$ cat src/rtl/fact_pkg.sv
// -----------------------------------------------------------------------------
// fact_pkg
// Definitions shared by the factorial compute engine and its sequential
// multiplier: default widths, the multiplier iteration count and the FSM
// state encoding.
// -----------------------------------------------------------------------------
package fact_pkg;

  localparam int OPW_DEF   = 64;    // operand width
  localparam int RESW_DEF  = 128;   // result width (result is N! mod 2^RESW)
  localparam int MUL_ITERS = OPW_DEF; // shift-add iterations per multiply

  typedef enum logic [2:0] {
    IDLE  = 3'd0,
    LOAD  = 3'd1,
    CHECK = 3'd2,
    MUL   = 3'd3,
    DONE  = 3'd4
  } state_t;

endpackage : fact_pkg

$ cat src/rtl/fact_mul_seq.sv
// -----------------------------------------------------------------------------
// fact_mul_seq
// Sequential shift-add multiplier. Consumes one bit of b per cycle, LSB
// first, for ITERS cycles. Only the low RESW bits of a*b are kept; the
// shifted copy of a is truncated to RESW bits every step.
//
// Ports
//   clk      in   system clock, rising edge
//   reset    in   synchronous active-high reset
//   clear    in   synchronous abort; discards any multiply in flight
//   start    in   load a/b and begin; ignored while clear is high
//   a        in   RESW-bit multiplicand
//   b        in   OPW-bit multiplier
//   done     out  1-cycle pulse in the cycle after the last iteration
//   product  out  low RESW bits of a*b, valid while done is high
// -----------------------------------------------------------------------------
module fact_mul_seq
  import fact_pkg::*;
#(
  parameter int OPW   = OPW_DEF,
  parameter int RESW  = RESW_DEF,
  parameter int ITERS = MUL_ITERS
) (
  input  logic            clk,
  input  logic            reset,
  input  logic            clear,
  input  logic            start,
  input  logic [RESW-1:0] a,
  input  logic [OPW-1:0]  b,
  output logic            done,
  output logic [RESW-1:0] product
);

  localparam int CW = $clog2(ITERS + 1);

  logic [RESW-1:0] a_q;
  logic [RESW-1:0] acc_q;
  logic [OPW-1:0]  b_q;
  logic [CW-1:0]   bit_cnt_q;
  logic            done_q;

  always_ff @(posedge clk) begin
    if (reset || clear) begin
      a_q       <= '0;
      acc_q     <= '0;
      b_q       <= '0;
      bit_cnt_q <= '0;
      done_q    <= 1'b0;
    end else begin
      done_q <= 1'b0;
      if (start) begin
        a_q       <= a;
        b_q       <= b;
        acc_q     <= '0;
        bit_cnt_q <= CW'(ITERS);
      end else if (bit_cnt_q != '0) begin
        if (b_q[0]) begin
          acc_q <= acc_q + a_q;
        end
        a_q       <= a_q << 1;
        b_q       <= b_q >> 1;
        bit_cnt_q <= bit_cnt_q - CW'(1);
        // Terminal count: the last iteration lands this edge, so the
        // accumulator is final in the following cycle.
        if (bit_cnt_q == CW'(1)) begin
          done_q <= 1'b1;
        end
      end
    end
  end

  assign done    = done_q;
  assign product = acc_q;

endmodule : fact_mul_seq

$ cat src/rtl/factorial_core.sv
// -----------------------------------------------------------------------------
// factorial_core
// Iterative N! engine. Captures the operand on start, seeds the result with
// 1 and multiplies it by cnt, cnt-1, ... down to 2 using fact_mul_seq.
// The result wraps modulo 2^RESW without any overflow indication.
//
// state | meaning
// ------+---------------------------------------------------------------
// IDLE  | waiting for op_start; result holds (0 after reset/clear)
// LOAD  | result <= 1
// CHECK | cnt<=1 -> DONE, else launch multiply result*cnt
// MUL   | multiplier running; on its done pulse write back, cnt--
// DONE  | op_done high, result holds; op_start restarts
//
// Ports
//   clk       in   system clock, rising edge
//   reset     in   synchronous active-high reset
//   op_start  in   start request, honoured only in IDLE or DONE
//   op_clear  in   synchronous abort/clear
//   intr_en   in   interrupt enable
//   operand   in   N, captured in the start cycle
//   busy      out  high in LOAD, CHECK and MUL
//   op_done   out  high in DONE
//   result    out  accumulator, valid while op_done is high
//   intr      out  op_done & intr_en
// -----------------------------------------------------------------------------
module factorial_core
  import fact_pkg::*;
#(
  parameter int OPW  = OPW_DEF,
  parameter int RESW = RESW_DEF
) (
  input  logic            clk,
  input  logic            reset,
  input  logic            op_start,
  input  logic            op_clear,
  input  logic            intr_en,
  input  logic [OPW-1:0]  operand,
  output logic            busy,
  output logic            op_done,
  output logic [RESW-1:0] result,
  output logic            intr
);

  state_t          state_q;
  logic [OPW-1:0]  cnt_q;
  logic [RESW-1:0] result_q;
  logic            busy_q;
  logic            done_q;

  logic            mul_start;
  logic            mul_done;
  logic [RESW-1:0] mul_product;

  // A clear in the same cycle also clears the multiplier, which overrides
  // its start, so no gating is needed here.
  assign mul_start = (state_q == CHECK) && (cnt_q > OPW'(1));

  fact_mul_seq #(
    .OPW   (OPW),
    .RESW  (RESW),
    .ITERS (OPW)
  ) u_mul (
    .clk     (clk),
    .reset   (reset),
    .clear   (op_clear),
    .start   (mul_start),
    .a       (result_q),
    .b       (cnt_q),
    .done    (mul_done),
    .product (mul_product)
  );

  always_ff @(posedge clk) begin
    if (reset) begin
      state_q  <= IDLE;
      cnt_q    <= '0;
      result_q <= '0;
      busy_q   <= 1'b0;
      done_q   <= 1'b0;
    end else if (op_clear) begin
      state_q  <= IDLE;
      cnt_q    <= '0;
      result_q <= '0;
      busy_q   <= 1'b0;
      done_q   <= 1'b0;
    end else begin
      case (state_q)
        IDLE, DONE: begin
          if (op_start) begin
            cnt_q   <= operand;
            state_q <= LOAD;
            busy_q  <= 1'b1;
            done_q  <= 1'b0;
          end
        end
        LOAD: begin
          result_q <= RESW'(1);
          state_q  <= CHECK;
        end
        CHECK: begin
          // Exiting at cnt<=1 is what keeps cnt from ever underflowing.
          if (cnt_q <= OPW'(1)) begin
            state_q <= DONE;
            busy_q  <= 1'b0;
            done_q  <= 1'b1;
          end else begin
            state_q <= MUL;
          end
        end
        MUL: begin
          if (mul_done) begin
            result_q <= mul_product;
            cnt_q    <= cnt_q - OPW'(1);
            state_q  <= CHECK;
          end
        end
        default: begin
          state_q <= IDLE;
          busy_q  <= 1'b0;
          done_q  <= 1'b0;
        end
      endcase
    end
  end

  assign busy    = busy_q;
  assign op_done = done_q;
  assign result  = result_q;
  assign intr    = done_q & intr_en;

endmodule : factorial_core
$ cat config.mk
export PLATFORM = sky130hd
export DESIGN_NAME = factorial_core
export DESIGN_NICKNAME = d
export VERILOG_FILES = /design/src/rtl/fact_pkg.sv /design/src/rtl/fact_mul_seq.sv /design/src/rtl/factorial_core.sv
export SDC_FILE = /design/constraint.sdc
export NUM_CORES = 1
export LEC_CHECK = 0
export ABC_AREA = 1
export ABC_CLOCK_PERIOD_IN_PS = 3010
export CORE_MARGIN = 2
export CORE_UTILIZATION = 50
export DETAILED_ROUTE_END_ITERATION = 8
export PLACE_DENSITY_LB_ADDON = 0.05
export RECOVER_POWER = 25
export REMOVE_ABC_BUFFERS = 1
export SLEW_MARGIN = 20
export SYNTH_ARGS = -nofsm -noshare
export SYNTH_HDL_FRONTEND = slang
export SYNTH_HIERARCHICAL = 1
export SYNTH_SLANG_ARGS = --single-unit
export TNS_END_PERCENT = 5
$ cat constraint.sdc
create_clock -name clk -period 3.01 [get_ports clk]
set_input_delay 0.7525 -clock clk [delete_from_list [all_inputs] [get_ports clk]]
set_output_delay 0.7525 -clock clk [all_outputs]
set_load 0.01 [all_outputs]
# Yosys cells after proc, flatten, opt, wreduce, memory -nomap -nowiden
# Cells that the tools add are included.
# totals
register_bits	525
out_inout_bits	131
elab_cells	66
# op_classes
add_sub_neg	3
magnitude_cmp	2
eq_ne	8
mux	22
bitwise_logic	3
reduce_logical	17
# ops
op	count
128-bit 2-to-1 mux	3
64-bit 2-to-1 mux	4
128-bit one-hot mux with 2 select lines	1
128-bit adder	1
64-bit one-hot mux with 2 select lines	1
64-bit by 1-bit greater-than comparator with 1-bit output, second input constant	1
64-bit by 1-bit <= comparator with 1-bit output, second input constant	1
64-bit by 1-bit subtractor with 64-bit output, second input constant	1
7-bit 2-to-1 mux	2
3-bit one-hot mux with 4 select lines	1
3-bit 2-to-1 mux	3
2-bit OR reduction	4
7-bit by 1-bit == test with 1-bit output, second input constant	1
7-bit nonzero test	1
7-bit by 1-bit subtractor with 7-bit output, second input constant	1
3-bit by 2-bit == test with 1-bit output, second input constant	2
1-bit one-hot mux with 3 select lines	2
2-bit AND reduction	3
3-bit AND reduction	2
2-bit nonzero test	3
1-bit 2-to-1 mux	5
2-bit by 1-bit inequality test with 1-bit output, second input constant	2
3-bit by 1-bit == test with 1-bit output, second input constant	1
3-bit == test, second input constant	1
7 further kinds	8

# Logic depth before layout (Yosys ltp)
# Gate-level depths: netlist of the first run.
# logic_depth
word_depth	4
ltp_mapped	19
depth_no_buf	19

# Cells and area by module
# The synthesis of the first run kept the hierarchy.
# modules_own_cells
module	instances	cells_per_inst	area_per_inst_um2	seq_area_each_um2
fact_mul_seq	1	5018	27428.8	6566.3
factorial_core	1	1527	10087.2	3943.8

# Least setup slack after synthesis of the first run
# No wires, ideal clock.
# synth_path
path_kind	flip-flop to flip-flop
from	register cnt_q[0]
to	register u_mul.a_q[112]
arrival_time_ns	2.370
path_slack_ns	0.566
path_stages_with_launch	16
n_path_buf	3
synth_period_minus_slack_ns	2.444
cell_sequence	dfxtp_1 inv_1 ha_1 nand2_4 nor2_8 nand2_2 nand2_2 nand3_2 nand2_4 inv_1 buf_2 inv_1 clkbuf_1 buf_1 nand3_1 a31oi_1
# synth_via
elab_chain_cells	3
word_cells_on_any_way	4
# synth_rtl
element	line	text
start, declared	factorial_core.sv:46	logic [OPW-1:0] cnt_q;
start signal, assigned	factorial_core.sv:91	cnt_q <= operand;
start signal, assigned	factorial_core.sv:114	cnt_q <= cnt_q - OPW'(1);
64-bit by 1-bit greater-than comparator with 1-bit output (*)	factorial_core.sv:57	assign mul_start = (state_q == CHECK) && (cnt_q > OPW'(1));
1-bit logical AND (*)	factorial_core.sv:57	
named net mul_start	factorial_core.sv:51	logic mul_start;
128-bit 2-to-1 mux / 2-bit nonzero test (equally long branches)	--	
end signal, assigned	fact_mul_seq.sv:60	a_q <= a_q << 1;
end, declared	fact_mul_seq.sv:36	logic [RESW-1:0] a_q;
# The timed path passes the listed nets; every way through them passes the cells marked *.
# A chain may end at the register's enable or synchronous reset.

# Worst setup path after layout of the first run
# layout_path
from	register u_mul.acc_q[0], in the netlist u_mul/product[0]
to	register u_mul.acc_q[80], in the netlist u_mul/product[80]
# layout_via
elab_chain_cells	1
# layout_rtl
element	line	text
start, declared	fact_mul_seq.sv:37	logic [RESW-1:0] acc_q;
start signal, assigned	fact_mul_seq.sv:58	acc_q <= acc_q + a_q;
128-bit adder	fact_mul_seq.sv:58	
# Every way passes these cells.

==> results.yml, run 1 <==
status:
  status: "finished, final reports clean"
global_routing:
  antenna_found_initial: 1
  grt_pass1_wl_um: 224000
  grt_pass1_vias: 38500
  grt-ovfl-total: 0
  grt_max_degree: 132
  track_usage: 0.370
placement:
  io_buffers: 199
  hpwl_um: 113000
  place.gp.congestion: 1.03
  dpl-instance-area_sq_um: 40800
sta:
  timing.fmax_mhz: 343
  slew_headroom: 0.493
  drv_slew: 0
  setup_violations: 0
  fin_hold_ws_ns: 0.462
  timing.final.crit_share: 0.969
  timing.final.crit_period_ns: 2.92
  finalClockSkew_ns: 0.0550
  hold_viol: 0
  rsz0062_at_grt: "false"
  worst_slew_pin_slew_ns: 0.758
floorplan:
  rows: 100
  initial_core_util: 0.505
  die_h_um: 278
  coreArea_sq_um: 74300
  die_w_um: 278
  die_area_sq_um: 77200
  pin_count: 200
setup_path:
  worst_setup_path_end_kind: "flop"
  worstPathCellList: "ha_1, fa_1, nand3_1, nand3_1, nand2_1, nand2_2, nand2_1, nand2_1, nand2_1, nand3_2, nand2_1, nand2_2, nand2_1, nand2_1, o21ai_1, inv_1"
  crit_type: "flop to flop"
  critPathMaxStageDelay_ns: 0.44
  slowest_stage: "fa_1"
  worst_ep_required_time_ns: 3.52
  crit_path_frequent_cell: "nand2_1"
  cp_max_fo: 4
  crit_arrival_ns: 3.43
  startpoint_type: "flop"
power:
  switching_share: 0.378
  power_switching_uw: 7870
  p_seq_frac: 0.344
  peakVddDrop_mv: 1.97
  power_density_nw_per_um2: 486
  intPower_uw: 13000
  power.leakage_uw: 0.0204
  clkPwrFrac: 0.373
  comb_power_share: 0.282
cells_and_area:
  antenna_cells: 0
  finalNetCount: 6888
  area_growth_pct: 14.2
  layout-drive-gt1-share: 0.0642
  stdcell_area_sq_um: 42800
synthesis:
  synth.most_common_cell: "nand2_1"
  synth_flop_cell: "dfxtp_1"
  ys.warnings.count: 6
  yosys.area.top_type: "dfxtp_1"
  synth_commonest_cells: "nand2_1, inv_1, nor2_1, dfxtp_1, nand3_1"
  syn_area_per_cell_sq_um: 5.73
  ys_ff_latch: 525
  synth-edff-count: 0
  syn-instance-count: 6545
  synthTopCellsByArea: "dfxtp_1, nand2_1, inv_1"
  synth_area_sq_um: 37500
  yosysSeqAreaShare: 0.280
  synth_top_area_frac: 0.280
  async_flop_share: 0
  yosys.cell_types.count: 48
flow_run:
  max-cap-violations: 0
clock_network:
  clk_pin_slew_ns: 0.06
  tritoncts: "built"
  clock_latency_ns: 0.67
  clock-root-buffer: "clkbuf_16"
  cts_buffers: 59
  clk_path_buf_depth: 3
  post_cts_buffers: 0
  h-tree-depth: 2
  hold_buffers: 0
  clock_sinks: 525
routing:
  dr.pass1.iters: 6
  route.detailed.drc: 0
  drt_iter0_drc: 3575
  viasPerCell: 5.29
  wl_per_cell_um: 18.8
  wl_um: 145000
  via_count: 40800
  postRouteAntennaNets: 0
hold_path:
  hold_path_class: "flop to flop"
[area by class of cell]
type	instances	area [sq um]
fillers	7681	31500
well taps	969	1210
clock inverters	24	400
repair buffers	315	3130
clock buffers	82	1660
inverters	1084	4110
flip-flops and latches	525	10500
multi-input cells	4702	21800
[metrics by stage]
step | std cells | utilization | TNS (ns) | power (uW) | worst slack, ns
after floorplan | 6311 | - | -1722.12 | 9430 | -6.01
after detailed placement | 7595 | 0.549 | 0 | 13100 | 0.0120
after global placement | 7595 | 0.549 | 0 | 13100 | 0.0274
after CTS | 7701 | 0.577 | 0 | 20900 | 0.0663
after global routing | 7701 | 0.577 | 0 | 21500 | 0.00799
final | 7701 | 0.577 | 0 | 20800 | 0.0941
[per-layer routing]
layer	vias to the layer above	global-route usage	routed length [um]	part of all wire
met1	18600	0.498	63800	0.44
met2	1516	0.599	64400	0.45
met5	-	0	0	0
met3	264	0.0532	10700	0.074
met4	0	0.136	5760	0.040
li1	20400	-	-	-
[cell usage in the layout (no fill, tap or decap), types with 22 or more instances in the layout]
cell type        Yosys  layout
xor2_1              39      39
nand4_1             25      25
nand3_2             23      22
nand2_2             56      56
nor2_1             740     741
nand3_1            406     407
nor2_2              62      60
clkdlybuf4s50_1      0     199
buf_4               21      88
a21oi_1            313     314
o21ai_0             95      95
a31oi_1            188     188
clkbuf_16            0      59
nand2_1           2419    2420
ha_1               131     131
nor3_1              25      25
dfxtp_1            525     525
o21ai_1             32      32
inv_2               40      33
xnor2_1             38      38
nand3b_1            24      24
inv_1             1040    1039
[what timing repair did]
| item | in CTS | in global routing |
|---|---|---|
| endpoints found under the setup margin | 1 | 2 |
| cloned | 0 | 0 |
| gates resized for setup | 1 | 2 |
[registers in the layout, summed over array words and instances, names as in the netlist]
name             count
u_mul/done           1
op_done              1
busy                 1
result             128
cnt_q               64
u_mul/product      128
u_mul/a_q          128
u_mul/b_q           64
u_mul/bit_cnt_q      7
state_q              3
[power by group through the flow]
stage	sequential, uW	clock [uW]	combinational [uW]
after floorplan	7250	0	2180
after global placement	7310	0	5750
after detailed placement	7320	0	5780
after CTS	7170	7880	5810
after global routing	7180	8130	6240
final	7170	7780	5890
[worst paths after layout]
kind	endpoint	cells past startpoint	from	slack, ns
max	u_mul/product[80]	16	u_mul/product[0]	0.09
min	busy	2	busy	0.46
max reg2reg	u_mul/product[80]	16	u_mul/product[0]	0.09
min reg2reg	busy	2	busy	0.46
[worst max-delay path: cells and delay by family (launching register included)]
family,cells,cell delay [ns]
AND/OR/NAND/NOR,12,1.59
flip-flops,1,0.32
AO/OA/AOI/OAI,1,0.14
buffers and inverters,1,0.04
adder cells (fa/ha/maj),2,0.66
[cells by family after synthesis]
family / count (synthesis) / synth area share
AND/OR/NAND/NOR: 3826 / 0.422
adder cells (fa/ha/maj): 132 / 0.0442
XOR/XNOR: 77 / 0.0180
flip-flops: 525 / 0.280
buffers and inverters: 1318 / 0.138
AO/OA/AOI/OAI: 667 / 0.0981
Power figures use the tool's default switching activity.
==> inputs of run 2 (changes only) <==
Settings changed: CAP_MARGIN from default to 20, CORE_UTILIZATION 50 to 39, PLACE_DENSITY from default to 0.61, PLACE_DENSITY_LB_ADDON 0.05 to default.
==> results.yml, run 2 (synthesized netlist as in run 1, its figures left out) <==
status:
  status: "finished, final reports clean"
floorplan:
  die_h_um: 314
  initial_core_util: 0.394
  coreArea_sq_um: 95200
  pin_count: 200
  die_area_sq_um: 98700
  rows: 113
  die_w_um: 314
sta:
  timing.fmax_mhz: 346
  worst_slew_pin_slew_ns: 1.15
  fin_hold_ws_ns: 0.474
  drv_slew: 0
  setup_violations: 0
  rsz0062_at_grt: "false"
  hold_viol: 0
  timing.final.crit_share: 0.959
  timing.final.crit_period_ns: 2.89
  slew_headroom: 0.235
  finalClockSkew_ns: 0.0395
setup_path:
  worst_ep_required_time_ns: 3.55
  crit_type: "flop to flop"
  crit_arrival_ns: 3.42
  startpoint_type: "flop"
  cp_max_fo: 5
  worst_setup_path_end_kind: "flop"
routing:
  wl_um: 152000
  drt_iter0_drc: 4102
  via_count: 40600
  viasPerCell: 5.07
  postRouteAntennaNets: 0
  route.detailed.drc: 0
  wl_per_cell_um: 19.0
  dr.pass1.iters: 6
clock_network:
  clk_path_buf_depth: 3
  clk_pin_slew_ns: 0.06
  clock_latency_ns: 0.66
  cts_buffers: 66
  post_cts_buffers: 0
  clock-root-buffer: "clkbuf_16"
  cts_resized: 0
  clock_sinks: 525
  h-tree-depth: 3
  hold_buffers: 0
  tritoncts: "built"
placement:
  place.gp.congestion: 1.05
  io_buffers: 199
  dpl-instance-area_sq_um: 41300
  hpwl_um: 121000
  dp.cells: 7895
global_routing:
  grt_max_degree: 104
  grt_pass1_vias: 37200
  antenna_found_initial: 1
  grt_pass1_wl_um: 229000
  track_usage: 0.301
  grt-ovfl-total: 0
cells_and_area:
  finalNetCount: 6899
  final_util: 0.458
  antenna_cells: 0
  final_common_cell: "nand2_1"
  final_cell_mix: "nand2_1, inv_1, nor2_1, dfxtp_1, nand3_1"
  area_growth_pct: 16.0
  stdcell_area_sq_um: 43500
  final_cells: 8011
  layout-drive-gt1-share: 0.0672
power:
  power_switching_uw: 8260
  peakVddDrop_mv: 1.38
  comb_power_share: 0.279
  intPower_uw: 13600
  switching_share: 0.378
  p_seq_frac: 0.328
  power_density_nw_per_um2: 502
  p_total_uw: 21800
  power.leakage_uw: 0.0206
  clkPwrFrac: 0.393
hold_path:
  hold_path_class: "flop to flop"
flow_run:
  max-cap-violations: 0
## run 2: cell count changes in the layout (fill, tap and decap cells not counted), moves of 3 or more
cell,change
inv_6,+4
clkbuf_16,+7
nand2_1,-3
nand2_4,+3
clkinvlp_4,-3
buf_6,-3
buf_12,+3
buf_4,+4
## run 2: path summary, 6_finish.rpt
| kind | slack (ns) | from | cells after the start | endpoint |
|---|---|---|---|---|
| max | 0.12 | u_mul/product[84] | 12 | u_mul/product[117] |
| min | 0.47 | busy | 2 | busy |
| max reg2reg | 0.12 | u_mul/product[84] | 12 | u_mul/product[117] |
| min reg2reg | 0.47 | busy | 2 | busy |
## run 2: critical path, stage by stage (launching register included)
cell and delay [ns]:
dfxtp_1 0.39, ha_1 0.49, nand2_1 0.17, nor2_1 0.31
nand2_1 0.30, nor2_1 0.25, nand2_1 0.13, nand2_1 0.23
a21oi_1 0.17, nand3_1 0.12, nand3_1 0.09, nand2_1 0.08
inv_1 0.03
## run 2: per-stage QoR
step	TNS, ns	setup WS, ns
floorplan	-1722.12	-6.01
finish	0	0.123
global route	0	0.0259
detailed placement	0	0.0619
CTS	0	0.0323
global placement	0	0.0763
## run 2: layout make-up
cell class	instances	area, sq um
fill	10400	51600
multi-input combinational	4702	21900
sequential	525	10500
inverter	1084	4110
timing repair buffer	319	3180
clock buffer	88	1840
tap	1265	1580
clock inverter	28	453
## run 2: metal layers
layer	track usage	vias to the layer above	wire length, um
met5	0	-	0
met4	0.0718	0	3750
met3	0.0396	185	9960
met2	0.465	1245	65600
met1	0.442	18800	73100
li1	-	20400	-
## run 2: power groups by stage
stage,combinational (uW),clock (uW),sequential [uW]
2_1_floorplan,2180,0,7250
3_3_place_gp,6010,0,7310
3_5_place_dp,6050,0,7310
4_1_cts,6060,8740,7160
5_1_grt,6510,8970,7170
6_report,6100,8570,7160
